**src/rtl/alu_issue_ctrl.sv**
```systemverilog
// alu_issue_ctrl
//   Command-side controller for one external combinational alu. A command is
//   accepted in IDLE, its operands are read from a small local register file
//   and registered onto alu_a/alu_b/alu_op_code. After one EXEC cycle the alu
//   result and flags are captured into rsp_result/rsp_flags and written back
//   to reg[rd]. The response is then held in RESP until the consumer takes it.
//
//   Optional feature macro: ALU_STICKY_FLAGS_EN
//     defined     : C and V in rsp_flags accumulate (OR) across ops, Z and N
//                   come from the latest op, flags_clr clears C/V (clear wins)
//     not defined : all four flags are replaced by each op, flags_clr ignored
//
// Ports
//   clk, rst                 clock, synchronous active-high reset
//   cmd_valid/cmd_ready      command handshake (ready only in IDLE)
//   cmd_op/rd/rs1/rs2        op_code and register addresses
//   cmd_imm_sel/cmd_imm      select immediate as operand B
//   wr_en/wr_addr/wr_data    external register load, honoured in any state
//   flags_clr                clear sticky C/V
//   alu_a/alu_b/alu_op_code  registered alu inputs
//   alu_result, alu_zero/negative/carry/overflow   alu outputs
//   rsp_valid/rsp_ready      response handshake
//   rsp_result/rsp_flags     captured result and {Z,N,C,V}
//   busy                     controller not in IDLE
module alu_issue_ctrl #(
  parameter int WIDTH  = 8,
  parameter int NREGS  = 4,
  parameter int REG_AW = 2
) (
  input  logic              clk,
  input  logic              rst,
  input  logic              cmd_valid,
  output logic              cmd_ready,
  input  logic [3:0]        cmd_op,
  input  logic [REG_AW-1:0] cmd_rd,
  input  logic [REG_AW-1:0] cmd_rs1,
  input  logic [REG_AW-1:0] cmd_rs2,
  input  logic              cmd_imm_sel,
  input  logic [WIDTH-1:0]  cmd_imm,
  input  logic              wr_en,
  input  logic [REG_AW-1:0] wr_addr,
  input  logic [WIDTH-1:0]  wr_data,
  input  logic              flags_clr,
  output logic [WIDTH-1:0]  alu_a,
  output logic [WIDTH-1:0]  alu_b,
  output logic [3:0]        alu_op_code,
  input  logic [WIDTH-1:0]  alu_result,
  input  logic              alu_zero,
  input  logic              alu_negative,
  input  logic              alu_carry,
  input  logic              alu_overflow,
  output logic              rsp_valid,
  input  logic              rsp_ready,
  output logic [WIDTH-1:0]  rsp_result,
  output logic [3:0]        rsp_flags,
  output logic              busy
);

  typedef enum logic [1:0] {
    IDLE = 2'd0,
    EXEC = 2'd1,
    RESP = 2'd2
  } state_t;

  // Everything latched at accept time; drives the alu during EXEC.
  typedef struct packed {
    logic [WIDTH-1:0]  a;
    logic [WIDTH-1:0]  b;
    logic [3:0]        op;
    logic [REG_AW-1:0] rd;
  } issue_t;

  state_t                      state, state_nxt;
  issue_t                      iss_q;
  logic [NREGS-1:0][WIDTH-1:0] regs;
  logic                        accept;
  logic                        wb_en;
  logic [WIDTH-1:0]            opnd_b;
  logic [3:0]                  flags_nxt;

  // ---------------------------------------------------------------- FSM
  always_ff @(posedge clk) begin
    if (rst) state <= IDLE;
    else     state <= state_nxt;
  end

  always_comb begin
    state_nxt = state;
    cmd_ready = 1'b0;
    rsp_valid = 1'b0;
    busy      = 1'b1;
    wb_en     = 1'b0;
    case (state)
      IDLE: begin
        cmd_ready = 1'b1;
        busy      = 1'b0;
        if (cmd_valid) state_nxt = EXEC;
      end
      EXEC: begin
        // alu settles during this single cycle; capture at its closing edge
        wb_en     = 1'b1;
        state_nxt = RESP;
      end
      RESP: begin
        rsp_valid = 1'b1;
        if (rsp_ready) state_nxt = IDLE;
      end
      default: state_nxt = IDLE;
    endcase
  end

  assign accept = cmd_valid & cmd_ready;

  // ------------------------------------------------------ operand issue
  // Operands come from the pre-edge register contents: a write landing on
  // the accept edge is not forwarded.
  assign opnd_b = cmd_imm_sel ? cmd_imm : regs[cmd_rs2];

  always_ff @(posedge clk) begin
    if (rst) begin
      iss_q <= '0;
    end else if (accept) begin
      iss_q.a  <= regs[cmd_rs1];
      iss_q.b  <= opnd_b;
      iss_q.op <= cmd_op;
      iss_q.rd <= cmd_rd;
    end
  end

  assign alu_a       = iss_q.a;
  assign alu_b       = iss_q.b;
  assign alu_op_code = iss_q.op;

  // ------------------------------------------------------ register file
  // Write-back has priority over an external load to the same entry; loads
  // to other entries on the same edge still land.
  always_ff @(posedge clk) begin
    if (rst) begin
      regs <= '0;
    end else begin
      for (int i = 0; i < NREGS; i++) begin
        if (wb_en && (iss_q.rd == REG_AW'(i)))
          regs[i] <= alu_result;
        else if (wr_en && (wr_addr == REG_AW'(i)))
          regs[i] <= wr_data;
      end
    end
  end

  // ------------------------------------------------------- response regs
  always_comb begin
    flags_nxt = rsp_flags;
    if (wb_en)
      flags_nxt = {alu_zero, alu_negative, alu_carry, alu_overflow};
`ifdef ALU_STICKY_FLAGS_EN
    // C/V accumulate; clear is applied last so it wins over a same-edge set
    if (wb_en)
      flags_nxt[1:0] = rsp_flags[1:0] | {alu_carry, alu_overflow};
    if (flags_clr)
      flags_nxt[1:0] = 2'b00;
`endif
  end

`ifndef ALU_STICKY_FLAGS_EN
  logic unused_flags_clr;
  assign unused_flags_clr = flags_clr;
`endif

  always_ff @(posedge clk) begin
    if (rst) begin
      rsp_result <= '0;
      rsp_flags  <= '0;
    end else begin
      if (wb_en) rsp_result <= alu_result;
      rsp_flags <= flags_nxt;
    end
  end

endmodule
```
**config.mk**
```make
export PLATFORM = sky130hd
export DESIGN_NAME = alu_issue_ctrl
export DESIGN_NICKNAME = d
export VERILOG_FILES = /design/src/rtl/alu_issue_ctrl.sv
export SDC_FILE = /design/constraint.sdc
export NUM_CORES = 1
export LEC_CHECK = 0
export CELL_PAD_IN_SITES_DETAIL_PLACEMENT = 0
export CELL_PAD_IN_SITES_GLOBAL_PLACEMENT = 1
export CORE_UTILIZATION = 34
export DETAILED_ROUTE_END_ITERATION = 16
export PLACE_DENSITY_LB_ADDON = 0.1
export REMOVE_ABC_BUFFERS = 1
export SLEW_MARGIN = 20
export SYNTH_ARGS = -nofsm -noshare
export SYNTH_HDL_FRONTEND = slang
export SYNTH_SLANG_ARGS = --single-unit
```
**constraint.sdc**
```tcl
create_clock -name clk -period 1.5 [get_ports clk]
set_input_delay 0.3 -clock clk [delete_from_list [all_inputs] [get_ports clk]]
set_output_delay 0.3 -clock clk [all_outputs]
set_load 0.005 [all_outputs]
```
==> impl_results.md <==
- Clock slew at reported path FFs: roughly 0.080 ns
- Synth Instances: between 300 and 400
- Int Pwr: between 3 and 4 mW
- Placed Instances: 551
- Dpl hpwl: between 6000 and 7000 um
- Commonest non-fill, non-tap cell in the layout: dfxtp_1
- Nets: 482
- Clock tree sinks: 68
- Initial DRC count: roughly 120
- Top delay family on crit path: buffers and inverters
- Critical path arrival: 1.73 ns
- Seq pwr share: between 40% and 50%
- Final worst-path cycle share: between 90% and 100%
- Power Density: 907 mW/mm^2
- Number of distinct library cells after synthesis: 28
- CTS Root Cell: clkbuf_8
- Final Setup Violations: 0
- Ys async rst share: 0%
- Synth Area in Adders: 0%
- Cell Count, Final, Fillers Out: 573
- Worst Setup Path Type: input pin to flip-flop
- R2r startpoint: state[1]$_SDFFE_PP0P_
- Die X: roughly 100 um
- Ys Warns: 0
- Met1 WL: 4620 um
- Reg2Reg Depth: 5
- Ports: 82
- Routed WL: 9780 um
- Clk pwr share: 34.7%
- Syn-to-layout area delta: 39.0%
- Core Footprint: between 0.009 and 0.01 sq mm
- Most frequent cells in the layout: dfxtp_1, nand2_1, clkdlybuf4s50_1, nor2_1
- Worst Hold End: state[1]$_SDFFE_PP0P_
- Crit path required time: ~1.8 ns
- Hold path depth: 2
- Ant. Diodes: 0
- Total number of vias: slightly below 3000
- Max clock buf depth: 2
- I/O Buffers: 80
- DR top layer: met4
- TNS Setup: 0 ns
- Fin area: 0.00471 sq mm
- Starting density of the core: 34.8%
- Final hold slack: 0.321 ns
- Vias/cell: 5.03
- Post-synth EDFFs: 0
- Worst slack, placed: -0.472 ns
- Post-synthesis xor/xnor area fraction: 0%
- Total Power: 4.27 mW
- Crit-path cells: clkdlybuf4s50_1, or3b_4, mux2i_1, a211oi_2
- Worst VDD drop: 0.000612 V
- Relative slew slack: 68.7%
- Syn Area/Cell: 9.35 sq um
- Die Y-Extent: 102 um
- Startpoint Class: input pin
- DR WL met2: 4470 um
- Net Sw Power: 1.14 mW
- Post-DR wirelength/cell: 17.1 um
- Die ar.: 0.0104 sq mm
- Worst path max stage delay: 0.54 ns
- CP startpoint: wr_en
- Pre-antenna DRT Iters: 4
- First-pass GRT wire length: 14900 um
- Fillers: 973
- Post-route ant nets: 0
- Congestion Overflow GR: 0
- Final Hold Fails: 0
- Post-synthesis simple-gate area fraction: around 14%
- CTS tree: done
- CTS Buf Count: 9
- Multiplexer share of the synthesized area: about a fifth
- Routability cong.: 0.805
- MaxCap Viol Count: 0
- Status: complete, no violations
- Critical path endpoint category: flip-flop
- Fin util: 48.4%
- Synth Flop Type: dfxtp_1
- Highest clock rate: 683 MHz
- Cell Area, Placed: 0.00437 sq mm
- Synthesized flop and latch total: 68
- Worst Skew: 0.00794 ns
- Slew Viols, Final: 0
- Vias in the first global route: 2756
- Sw frac: a little over a quarter
- All-Layer GR Usage: 19.8%
- Slowest CP cell: clkdlybuf4s50_1
- Critical R2R Capture: regs[4]$_SDFFE_PP0P_
- Antenna violations before repair: 0
- Share of cells above drive strength 1: 23.4%
- Worst Hold Class: input pin to flip-flop
- WL met3: between 500 and 600 um
- DRC: 0
- Leak: between 2 and 2.5 nW
- Combinational share of power: 19.1%
- Fin crit period: between 1 and 1.5 ns
- Largest family of logic cells by synthesized area: multiplexers
- Synth Area in Compound Gates: 16.4%
- Clock Latency Late Sink: 0.34 ns
- Internal reg-to-reg setup slack: 0.05 ns
- Setup WS post-layout: roughly 0.036 ns
- Hold path startpoint: rst
- Cell Area, Synth: 0.00339 sq mm
- Buf+Inv Stages, Crit Path: 1
- Largest net degree at the start of global routing: 31
- Seq/Total Area, Yosys: between 40 and 50%
- Tightest Pin Transition: ~0.47 ns
- H-Tree Level Count: 3
- Critical-path maximum fanout: 8
- Row Count: 36
- Unrepaired setup endpoints after global routing: true
[kinds of logic (layout without fill, tap and decap cells)]
group,after synthesis,count (layout)
buf+inv,53,131
flops,68,68
compound gates,75,75
mux,56,56
simple gates,110,110
[state kept, by name (all words and copies together), names as in the netlist]
signal	flops
regs	32
alu_a	8
alu_b	8
rsp_result	8
alu_op_code	4
rsp_flags	4
iss_q	2
state	2
[layer usage]
layer / vias up / global-route usage (%)
met5: - / 0
met3: 13 / 5.52
li1: 1427 / -
met1: 1354 / 25.7
met4: 0 / 5.69
met2: 90 / 31.9
[synthesized netlist by cell type, types with 8 or more instances]
cell,count,area [sq um]
dfxtp_1,68,1360
nand2_1,52,195
a211oi_1,32,240
buf_2,12,60.1
buf_4,21,158
clkbuf_1,13,48.8
nor2_1,42,158
a211oi_2,8,100
mux2i_1,32,320
mux4_2,8,180
mux2_2,16,180
a21oi_1,27,135
a222oi_1,8,80.1
[worst max path at each step]
| stage | cells after the start | endpoint |
|---|---|---|
| after floorplan | 3 | alu_b[0]$_SDFFE_PP0P_ |
| after global placement | 4 | regs[2]$_SDFFE_PP0P_ |
| after detailed placement | 4 | regs[4]$_SDFFE_PP0P_ |
| after CTS | 1 | rsp_result[0] |
| after global routing | 6 | alu_b[2]$_SDFFE_PP0P_ |
| final | 4 | regs[4]$_SDFFE_PP0P_ |
[power by group through the flow]
stage	sequential (mW)	clock (mW)	combinational [mW]
6_report	1.98	1.48	0.814
3_3_place_gp	2.02	0	0.786
4_1_cts	1.98	1.53	0.805
2_1_floorplan	2.01	0	0.311
3_5_place_dp	2.02	0	0.790
5_1_grt	1.99	1.61	0.882
[layout make-up]
class | count | area, sq um | share of cell area (%)
Clock buffer | 9 | 124 | 2.63
Timing Repair Buffer | 114 | 1230 | 26.2
Multi-Input combinational cell | 241 | 1740 | 36.9
Tap cell | 133 | 166 | 3.54
Clock inverter | 7 | 67.6 | 1.44
Inverter | 1 | 3.75 | 0.0797
Sequential cell | 68 | 1380 | 29.2
[what timing repair did]
action,CTS,global route
setup endpoints to repair,45,35
gates resized for setup,31,31
setup buffers,3,1
pin swaps,1,1
gates cloned,1,1
hold buffers,0,0
(Power assumes the default switching activity.)
